File: config.mk
export PLATFORM = sky130hd
export DESIGN_NAME = nes_video_gen
export DESIGN_NICKNAME = d
export VERILOG_FILES = /design/src/rtl/nes_video_gen.sv
export SDC_FILE = /design/constraint.sdc
export NUM_CORES = 2
export LEC_CHECK = 0
export CAP_MARGIN = 20
export CORE_MARGIN = 2
export CORE_UTILIZATION = 39
export DETAILED_ROUTE_END_ITERATION = 8
export PLACE_DENSITY_LB_ADDON = 0.2
export SLEW_MARGIN = 0
export SYNTH_ARGS = -nofsm -noshare
export SYNTH_HDL_FRONTEND = slang
export SYNTH_SLANG_ARGS = --single-unit
File: constraint.sdc
create_clock -name clk -period 5.9 [get_ports clk]
set_clock_uncertainty 0.1 [all_clocks]
set_input_delay 0.885 -clock clk [delete_from_list [all_inputs] [get_ports clk]]
set_output_delay 0.885 -clock clk [all_outputs]
set_load 0.02 [all_outputs]
File: src/rtl/nes_video_gen.sv
// nes_video_gen: NES video output stage.
// Converts PPU palette indices plus PPU beam counters into CW-bit RGB with
// sync and blanking. A lock FSM follows the PPU counters when they carry
// frame starts and falls back to internal free-running timing otherwise.
//
// Ports:
//   clk, reset          clock, synchronous active-high reset
//   pix_ce              pixel strobe; all state except palette writes steps on it
//   color               PPU palette index
//   count_h, count_v    PPU beam counters (count_v 511 -> 0 marks a frame start)
//   region              0/3 NTSC, 1 PAL, 2 Dendy
//   crop_*              per-edge crop of the visible area
//   emphasis            {B,G,R} emphasis bits
//   pal_wr/addr/wdata   palette write port
//   pal_rdata           palette readback at pal_addr (1 cycle, when pix_ce low)
//   locked, hold_reset  timing status
//   hs, vs, hblank, vblank, de, r, g, b  video out (2 pix_ce after color)
module nes_video_gen #(
  parameter int         CW          = 8,
  parameter int         H_TOTAL     = 341,
  parameter int         H_ACTIVE    = 256,
  parameter int         H_VIS       = 280,
  parameter int         V_ACTIVE    = 240,
  parameter int         HS_START    = 278,
  parameter int         HS_LEN      = 25,
  parameter int         MISS_FRAMES = 3,
  parameter logic [5:0] PAD_COLOR   = 6'h3F
) (
  input  logic            clk,
  input  logic            reset,
  input  logic            pix_ce,
  input  logic [5:0]      color,
  input  logic [8:0]      count_h,
  input  logic [8:0]      count_v,
  input  logic [1:0]      region,
  input  logic [4:0]      crop_top,
  input  logic [4:0]      crop_bottom,
  input  logic [4:0]      crop_left,
  input  logic [4:0]      crop_right,
  input  logic [2:0]      emphasis,
  input  logic            pal_wr,
  input  logic [5:0]      pal_addr,
  input  logic [3*CW-1:0] pal_wdata,
  output logic [3*CW-1:0] pal_rdata,
  output logic            locked,
  output logic            hold_reset,
  output logic            hs,
  output logic            vs,
  output logic            hblank,
  output logic            vblank,
  output logic            de,
  output logic [CW-1:0]   r,
  output logic [CW-1:0]   g,
  output logic [CW-1:0]   b
);

  localparam logic [1:0] ST_FREE   = 2'd0;
  localparam logic [1:0] ST_SEEK   = 2'd1;
  localparam logic [1:0] ST_LOCKED = 2'd2;

  localparam logic [8:0]  H_LAST     = 9'(H_TOTAL - 1);
  localparam logic [10:0] H_ACTIVE_X = 11'(H_ACTIVE);
  localparam logic [10:0] H_VIS_X    = 11'(H_VIS);
  localparam logic [10:0] V_ACTIVE_X = 11'(V_ACTIVE);
  localparam logic [10:0] HS_START_X = 11'(HS_START);
  localparam logic [10:0] HS_END_X   = 11'(HS_START + HS_LEN);
  localparam logic [3:0]  MISS_L     = 4'(MISS_FRAMES);

  // Default 2C02 palette, 8 bits per channel, {R,G,B}.
  localparam logic [23:0] NES_PAL [64] = '{
    24'h666666, 24'h002A88, 24'h1412A7, 24'h3B00A4, 24'h5C007E, 24'h6E0040, 24'h6C0600, 24'h561D00,
    24'h333500, 24'h0B4800, 24'h005200, 24'h004F08, 24'h00404D, 24'h000000, 24'h000000, 24'h000000,
    24'hADADAD, 24'h155FD9, 24'h4240FF, 24'h7527FE, 24'hA01ACC, 24'hB71E7B, 24'hB53120, 24'h994E00,
    24'h6B6D00, 24'h388700, 24'h0C9300, 24'h008F32, 24'h007C8D, 24'h000000, 24'h000000, 24'h000000,
    24'hFFFEFF, 24'h64B0FF, 24'h9290FF, 24'hC676FF, 24'hF36AFF, 24'hFE6ECC, 24'hFE8170, 24'hEA9E22,
    24'hBCBE00, 24'h88D800, 24'h5CE430, 24'h45E082, 24'h48CDDE, 24'h4F4F4F, 24'h000000, 24'h000000,
    24'hFFFEFF, 24'hC0DFFF, 24'hD3D2FF, 24'hE8C8FF, 24'hFBC2FF, 24'hFEC4EA, 24'hFECCC5, 24'hF7D8A5,
    24'hE4E594, 24'hCFEF96, 24'hBDF4AB, 24'hB3F3CC, 24'hB5EBF2, 24'hB8B8B8, 24'h000000, 24'h000000
  };

  typedef logic [3*CW-1:0] pal_t [64];

  // Bit replication: truncates for CW < 8, fills low bits for CW > 8.
  function automatic logic [CW-1:0] scale8(input logic [7:0] x);
    logic [CW-1:0] y;
    y = '0;
    for (int i = 0; i < CW; i++) y[CW-1-i] = x[7-(i%8)];
    return y;
  endfunction

  function automatic pal_t default_pal();
    pal_t p;
    for (int i = 0; i < 64; i++)
      p[i] = {scale8(NES_PAL[i][23:16]), scale8(NES_PAL[i][15:8]), scale8(NES_PAL[i][7:0])};
    return p;
  endfunction

  function automatic logic [CW-1:0] dim(input logic [CW-1:0] x);
    return (x >> 1) + (x >> 2);
  endfunction

  // ---------------- timing ----------------
  logic [8:0] h, v, prev_v, v_last, vs_start, hc, vc;
  logic [1:0] state;
  logic [3:0] miss;
  logic       frame_start, h_wrap, v_wrap;

  always_comb begin
    v_last   = 9'd261;
    vs_start = 9'd243;
    case (region)
      2'd1:    begin v_last = 9'd311; vs_start = 9'd270; end
      2'd2:    begin v_last = 9'd311; vs_start = 9'd290; end
      default: ;
    endcase
  end

  assign frame_start = (prev_v == 9'd511) && (count_v == 9'd0);
  assign h_wrap      = (h == H_LAST);
  assign v_wrap      = h_wrap && (v == v_last);
  assign hc          = (state == ST_LOCKED) ? count_h : h;
  assign vc          = (state == ST_LOCKED) ? count_v : v;

  always_ff @(posedge clk) begin
    if (reset) begin
      h      <= '0;
      v      <= '0;
      prev_v <= '0;
    end else if (pix_ce) begin
      prev_v <= count_v;
      if (frame_start) begin
        h <= '0;
        v <= '0;
      end else if (h_wrap) begin
        h <= '0;
        v <= v_wrap ? 9'd0 : v + 9'd1;
      end else begin
        h <= h + 9'd1;
      end
    end
  end

  // An internal wrap only happens when the PPU failed to deliver a frame
  // start within one internal frame, since a frame start rezeroes h/v.
  always_ff @(posedge clk) begin
    if (reset) begin
      state  <= ST_FREE;
      miss   <= '0;
      locked <= 1'b0;
    end else if (pix_ce) begin
      locked <= (state == ST_LOCKED);
      case (state)
        ST_FREE: state <= ST_SEEK;
        ST_SEEK: if (frame_start) begin
          state <= ST_LOCKED;
          miss  <= '0;
        end
        ST_LOCKED: begin
          if (frame_start) begin
            miss <= '0;
          end else if (v_wrap) begin
            if (miss + 4'd1 >= MISS_L) begin
              state <= ST_FREE;
              miss  <= '0;
            end else begin
              miss <= miss + 4'd1;
            end
          end
        end
        default: state <= ST_FREE;
      endcase
    end
  end

  always_ff @(posedge clk) begin
    if (reset)                                  hold_reset <= 1'b1;
    else if (pix_ce && h == 9'd0 && v == 9'd0)  hold_reset <= 1'b0;
  end

  // ---------------- stage 0: blanking, sync, index ----------------
  logic [10:0] hc_x, vc_x, crop_l, crop_r, crop_t, crop_b;
  logic        hb0, vb0, hs0, vs_hit, pad;
  logic [5:0]  idx0;

  assign hc_x   = {2'b00, hc};
  assign vc_x   = {2'b00, vc};
  assign crop_l = {6'd0, crop_left};
  assign crop_r = {6'd0, crop_right};
  assign crop_t = {6'd0, crop_top};
  assign crop_b = {6'd0, crop_bottom};

  // The over-crop term also covers the subtraction underflowing.
  assign hb0    = (crop_l + crop_r > H_VIS_X) || (hc_x < crop_l) || (hc_x >= H_VIS_X - crop_r);
  assign vb0    = (crop_t + crop_b > V_ACTIVE_X) || (vc_x < crop_t) || (vc_x >= V_ACTIVE_X - crop_b);
  assign hs0    = (hc_x >= HS_START_X) && (hc_x < HS_END_X);
  assign vs_hit = (vc >= vs_start) && (vc < vs_start + 9'd3);
  assign pad    = (hc_x >= H_ACTIVE_X) && (hc_x < H_VIS_X);
  assign idx0   = pad ? PAD_COLOR : color;

  // ---------------- palette RAM ----------------
  logic [3*CW-1:0] pal_mem [64] = default_pal();
  logic [3*CW-1:0] rd_data, rgb1;
  logic [5:0]      rd_addr;

  assign rd_addr = pix_ce ? idx0 : pal_addr;
  assign rd_data = pal_mem[rd_addr];

  always_ff @(posedge clk) begin
    if (pal_wr) pal_mem[pal_addr] <= pal_wdata;
  end

  // A write steals the read port; on a collision stage 1 keeps its RGB.
  always_ff @(posedge clk) begin
    if (reset) begin
      rgb1      <= '0;
      pal_rdata <= '0;
    end else if (!pal_wr) begin
      if (pix_ce) rgb1      <= rd_data;
      else        pal_rdata <= rd_data;
    end
  end

  // ---------------- stage 1 ----------------
  logic [3:0] idx1;
  logic [2:0] emph1;
  logic       hb1, vb1, hs1, vs1;

  always_ff @(posedge clk) begin
    if (reset) begin
      idx1  <= '0;
      emph1 <= '0;
      hb1   <= 1'b0;
      vb1   <= 1'b0;
      hs1   <= 1'b0;
      vs1   <= 1'b0;
    end else if (pix_ce) begin
      idx1  <= idx0[3:0];
      emph1 <= emphasis;
      hb1   <= hb0;
      vb1   <= vb0;
      hs1   <= hs0;
      if (hc_x == HS_START_X) vs1 <= vs_hit;
    end
  end

  // ---------------- stage 2: emphasis, outputs ----------------
  logic emph_on, all3, dim_r, dim_g, dim_b;

  assign emph_on = (idx1 < 4'hE) && (emph1 != 3'b000);
  assign all3    = (emph1 == 3'b111);
  assign dim_r   = emph_on && (all3 || !emph1[0]);
  assign dim_g   = emph_on && (all3 || !emph1[1]);
  assign dim_b   = emph_on && (all3 || !emph1[2]);

  always_ff @(posedge clk) begin
    if (reset) begin
      r      <= '0;
      g      <= '0;
      b      <= '0;
      hblank <= 1'b0;
      vblank <= 1'b0;
      de     <= 1'b0;
      hs     <= 1'b0;
      vs     <= 1'b0;
    end else if (pix_ce) begin
      r      <= dim_r ? dim(rgb1[3*CW-1:2*CW]) : rgb1[3*CW-1:2*CW];
      g      <= dim_g ? dim(rgb1[2*CW-1:CW])   : rgb1[2*CW-1:CW];
      b      <= dim_b ? dim(rgb1[CW-1:0])      : rgb1[CW-1:0];
      hblank <= hb1;
      vblank <= vb1;
      de     <= ~hb1 & ~vb1;
      hs     <= hs1;
      vs     <= vs1;
    end
  end

endmodule

# After elaboration in Yosys (flattened, before gate mapping)

Memory sizes are Yosys's and may differ from the RTL's.
Index checks and enable logic that the tools add are counted.

Register bits: 123
Output and inout bits: 55
Logic and storage cells: 129
Memories kept: 1
Latch bits: 0
Bits in read-only memories: 0
Bits in writable memories: 1536
Bits of input ports: 83

Memories:

| memory  | words | width | read ports | clocked after memory_dff | wr ports | line | RTL |
|---|---|---|---|---|---|---|---|
| pal_mem | 64    | 24    | 1          | 0                        | 1        | 201  | `logic [3*CW-1:0] pal_mem [64] = default_pal();` |

Add/subtract/negate cells: 11
Multiply operators: 0
Bitwise operators: 5
Reduce and logical (&&, ||, !) cells: 35
Magnitude comparators: 14
Shifts and indexed selects: 0
Muxes and demuxes: 26
Div/mod/pow operators: 0
Eq/ne operators: 14

Operators by type and width:

| operator             | count |
|---|---|
| $mux 9               | 7 |
| $eq 9x9->1 const B   | 3 |
| $logic_not 9->1      | 3 |
| $add 7x6->8          | 3 |
| $mux 8               | 3 |
| $ge 9x11->1          | 2 |
| $add 9x1->9 const B  | 2 |
| $ge 9x9->1 const B   | 2 |
| $lt 9x5->1           | 2 |
| $lt 9x9->1 const B   | 2 |
| $mux 6               | 3 |
| $pmux 9 s2           | 1 |
| $mux 4               | 4 |
| $add 5x5->6          | 2 |
| $logic_and 1x1->1    | 11 |
| $sub 9x5->10 const A | 1 |
| $add 9x2->9 const B  | 1 |
| $eq 9x9->1           | 1 |
| $ge 9x9->1           | 1 |
| $gt 6x9->1 const B   | 1 |
| $lt 9x9->1           | 1 |
| $sub 8x5->9 const A  | 1 |
| $gt 6x8->1 const B   | 1 |
| $mux 2               | 4 |
| 23 further kinds     | 43 |

# Longest topological paths before layout

Depth after elaboration: 8
Depth in mapped cells: 16
Gate-level depth less buffers: 14

# Worst setup path before layout

OpenSTA, ideal clock, no wires.

Path type: input port to flip-flop
Start point: in pal_addr[4]
End point: mem pal_mem[48][0] (netlist bit), enable pin
Arrival time: 3.214 ns
Data required time: 5.365 ns
Setup time: 0.435 ns
Stages on the path: 5
Buffers on the path: 1
Path slack: 2.151 ns
Cells stage by stage: clkbuf_1 > nand2b_1 > nor2_1 > nand3_1 > nor3_1

RTL lines:

| element            | line | RTL |
|---|---|---|
| start: declaration | 42   | `input logic [5:0] pal_addr,` |
| end: declaration   | 201  |  |

Straight into the memory's write port.

# Final worst setup path

Start point: reg state[1]
End point: reg pal_rdata[16]

Word-level cells in the longest chain between the ends: 7
Elaborated cells on any way between the ends: 8
Those cells by class: 2 x order compare; 1 x eq/ne; 3 x mux; 1 x reduce/logical; 1 x memory

Ends and longest elaborated chain:

| element                                  | line | RTL |
|---|---|---|
| start: declaration                       | 104  | `logic [1:0] state;` |
| start signal: assignment                 | 147  | `state <= ST_FREE;` |
| start signal: assignment                 | 153  | `ST_FREE: state <= ST_SEEK;` |
| start signal: assignment                 | 155  | `state <= ST_LOCKED;` |
| $eq 2x2->1 *                             | 121  | `assign hc = (state == ST_LOCKED) ? count_h : h;` |
| $mux 9 *                                 | 121  |  |
| $ge 9x9->1 or $lt 9x9->1 (tied branches) | 197  | `assign pad = (hc_x >= H_ACTIVE_X) && (hc_x < H_VIS_X);` |
| $logic_and 1x1->1 *                      | 197  |  |
| $mux 6 *                                 | 198  | `assign idx0 = pad ? PAD_COLOR : color;` |
| $mux 6 *                                 | 205  | `assign rd_addr = pix_ce ? idx0 : pal_addr;` |
| $mem_v2 64x24 *                          | n/a  |  |
| end signal: assignment                   | 219  | `else pal_rdata <= rd_data;` |
| end: declaration                         | 44   | `output logic [3*CW-1:0] pal_rdata,` |

Every way passes the cells marked *; elsewhere a longest branch is shown, timed or not.
A chain may end at the register's enable or synchronous reset.

==> flow_summary.ini <==
[run_status]
run_status = completed

[floorplanning]
fp.dieH_um = 426
die_w_um = 426
core-area_um2 = 176000
fp.dieArea_um2 = 181000
start_util_pct = 39.3
ios = 138
rows = 154

[worst_setup_path]
reg2reg_from = state[1]
worstSetupEndpointType = flop
worstPathRequired_ns = 6.53
path_class = reg -> reg
startpoint = state[1]
start_kind = flop
crit_fanout = 55
critical_path_arrival_ns = 5.68

[yosys]
synth.distinct_cells = 87
synth_most_common_cell = edfxtp_1
ys_seq_area_share_pct = 70.0
async_flop_share_pct = 0
synth_top_area_share_pct = 66.5
synth_area_per_cell_um2 = 13.9
ys_ff_latch = 1658
yosysWarnings = 0
synth_area_leader_cell = edfxtp_1
syn_area_um2 = 69400
syn_inst = 4980
synth_enable_flop_cells = 1536
synth_area_leaders = edfxtp_1 66%, dfxtp_1 3.5%, nand2_1 2.5%
postSynth.topFlopCell = edfxtp_1
syn-num-nets = 5138
synth_commonest_cells = 1536 x edfxtp_1, 463 x nand2_1, 263 x o21ai_0

[timing]
fmax_ghz = 0.198
slew_headroom_pct = 18.3
worstMarginPinSlew_ns = 1.22
fin_crit_sh_pct = 85.6
post-route-min-period_ns = 5.05
setup_tns_ns = 0
hold_violations = 0
setup_viol = 0
rsz0062_at_grt = false
hold_slack_ns = 0.370
finalMaxSlewViolations = 0

[route]
first_pass_iters = 5
via_per_inst = 6.07
wl_per_cell_um = 30.0
drtIter0Drc = 5659
vias = 46200
drc = 0
routed_wl_mm = 228
ant_nets = 0

[clock_tree]
postCtsSetupBuffers = 0
clk_latency_ns = 0.82
htreeDepth = 4
ctsResizeCount = 0
path_clk_slew_ns = 0.06
cts_buffers = 176
holdBufCountCts = 0
cts_sinks = 1658
cts_tree = yes
clock_path_buffers = 3
root_buffer = clkbuf_16

[placed_design]
dp_hpwl_mm = 135
portBuffers = 137
gp_congestion = 0.858
placed_area_um2 = 74200

[layout]
fillerInstances = 15800
final_core_util_pct = 45.2
finalInstanceArea_um2 = 79800
nets = 5273
synthToLayoutAreaGrowth_pct = 15.0
final_layout_size_suffix_gt1_share_pct = 14.2
diodes = 0

[global_routing]
grt_max_degree = 118
grt_antenna_before_repair = 10
grtUsageTotal_pct = 24.6
grt_pass1_wl_mm = 324
overflow = 0
grt_pass1_vias = 44200

[hold_path]
hp-class = reg -> reg
min_from = hs1

[power_and_ir_drop]
leakage_nw = 26.6
ir_drop_uv = 237
power_density_nw_per_um2 = 328

[run]
maxCapViolations = 0
==> metrics by stage <==
step                power (W)  worst slack (ns)  cells
finish                 0.0262             0.852   7598
global route           0.0269             0.489   7598
CTS                    0.0263             0.989   7596
detailed placement     0.0156             0.487   7275
global placement       0.0156             0.448   7269
floorplan              0.0145              2.15   4980
==> flip-flops by register name (all words and copies together) (netlist names), 4 cells and up <==
name       cells
pal_mem     1536
b              8
h              9
g              8
v              9
r              8
miss           4
prev_v         9
rgb1          24
pal_rdata     24
==> report_power, final <==
part	internal, W	switching [W]
logic	0.000716	0.00162
registers	0.0130	0.000104
clock network	0.00614	0.00463
total	0.0198	0.00636
==> per-layer routing <==
layer | global-route usage [%] | share of wire (%) | vias up
met5 | 0 | 0.016 | -
met4 | 7.00 | 2.7 | 6
met3 | 4.99 | 8.7 | 365
met2 | 39.8 | 47 | 2196
met1 | 33.6 | 41 | 23600
li1 | - | - | 19900
==> critical path, stage by stage (launching register included) <==
cell and delay (ns):
dfxtp_1 0.43, nor2b_2 0.56, mux2i_4 0.45, inv_2 0.18, o41a_4 0.62, nor2_4 0.20
buf_12 0.32, buf_12 0.30, nand2_1 0.08, and3_1 0.18, a31oi_1 0.52, o221ai_1 0.63
o21ai_1 0.31
==> path summary, 6_finish.rpt <==
path	end	slack (ns)	depth (start not counted)
setup / recovery	pal_rdata[16]	0.85	12
hold / removal	hs1	0.37	2
setup reg to reg	pal_rdata[16]	0.85	12
hold reg to reg	hs1	0.37	2
==> layout make-up <==
class / count / area, um2 / area share, %
well taps: 2340 / 2930 / 3.67
clock buffers: 231 / 4740 / 5.95
inverters: 59 / 221 / 0.278
flip-flops and latches: 1658 / 48600 / 60.9
repair buffers: 349 / 3280 / 4.11
clock inverters: 90 / 787 / 0.986
multi-input cells: 2871 / 19300 / 24.2
==> cells in the final DEF (no fill, tap or decap), drive strengths merged, types with 48 or more instances in the layout <==
cell           instances
buf                  238
nor2                 172
and3                 217
a2111oi               49
a31o                  50
nand3                246
a311oi                48
a221oi                49
clkbuf               231
o21ai                311
o221ai                49
a211oi               111
o211ai                49
a32oi                 94
nor3                  62
edfxtp              1536
mux2                  82
ha                    72
mux2i                145
a21oi                204
nand2                463
inv                   66
clkdlybuf4s50        111
dfxtp                122
clkinv                71
a221o                 48
==> cell families (layout without fill, tap and decap cells) <==
kind of cell / count (synthesis) / in the layout / share of synthesized area, %
and+or+nand+nor: 1312 / 1312 / 9.18
AOI/OAI and AO/OA: 1230 / 1230 / 12.8
adders and majority gates: 76 / 76 / 1.40
xor gates and xnor gates: 26 / 26 / 0.328
DFF: 1658 / 1658 / 70.0
buffers and inverters: 451 / 729 / 2.88
muxes: 227 / 227 / 3.46
Note: power is estimated with default switching activity, not from simulation.
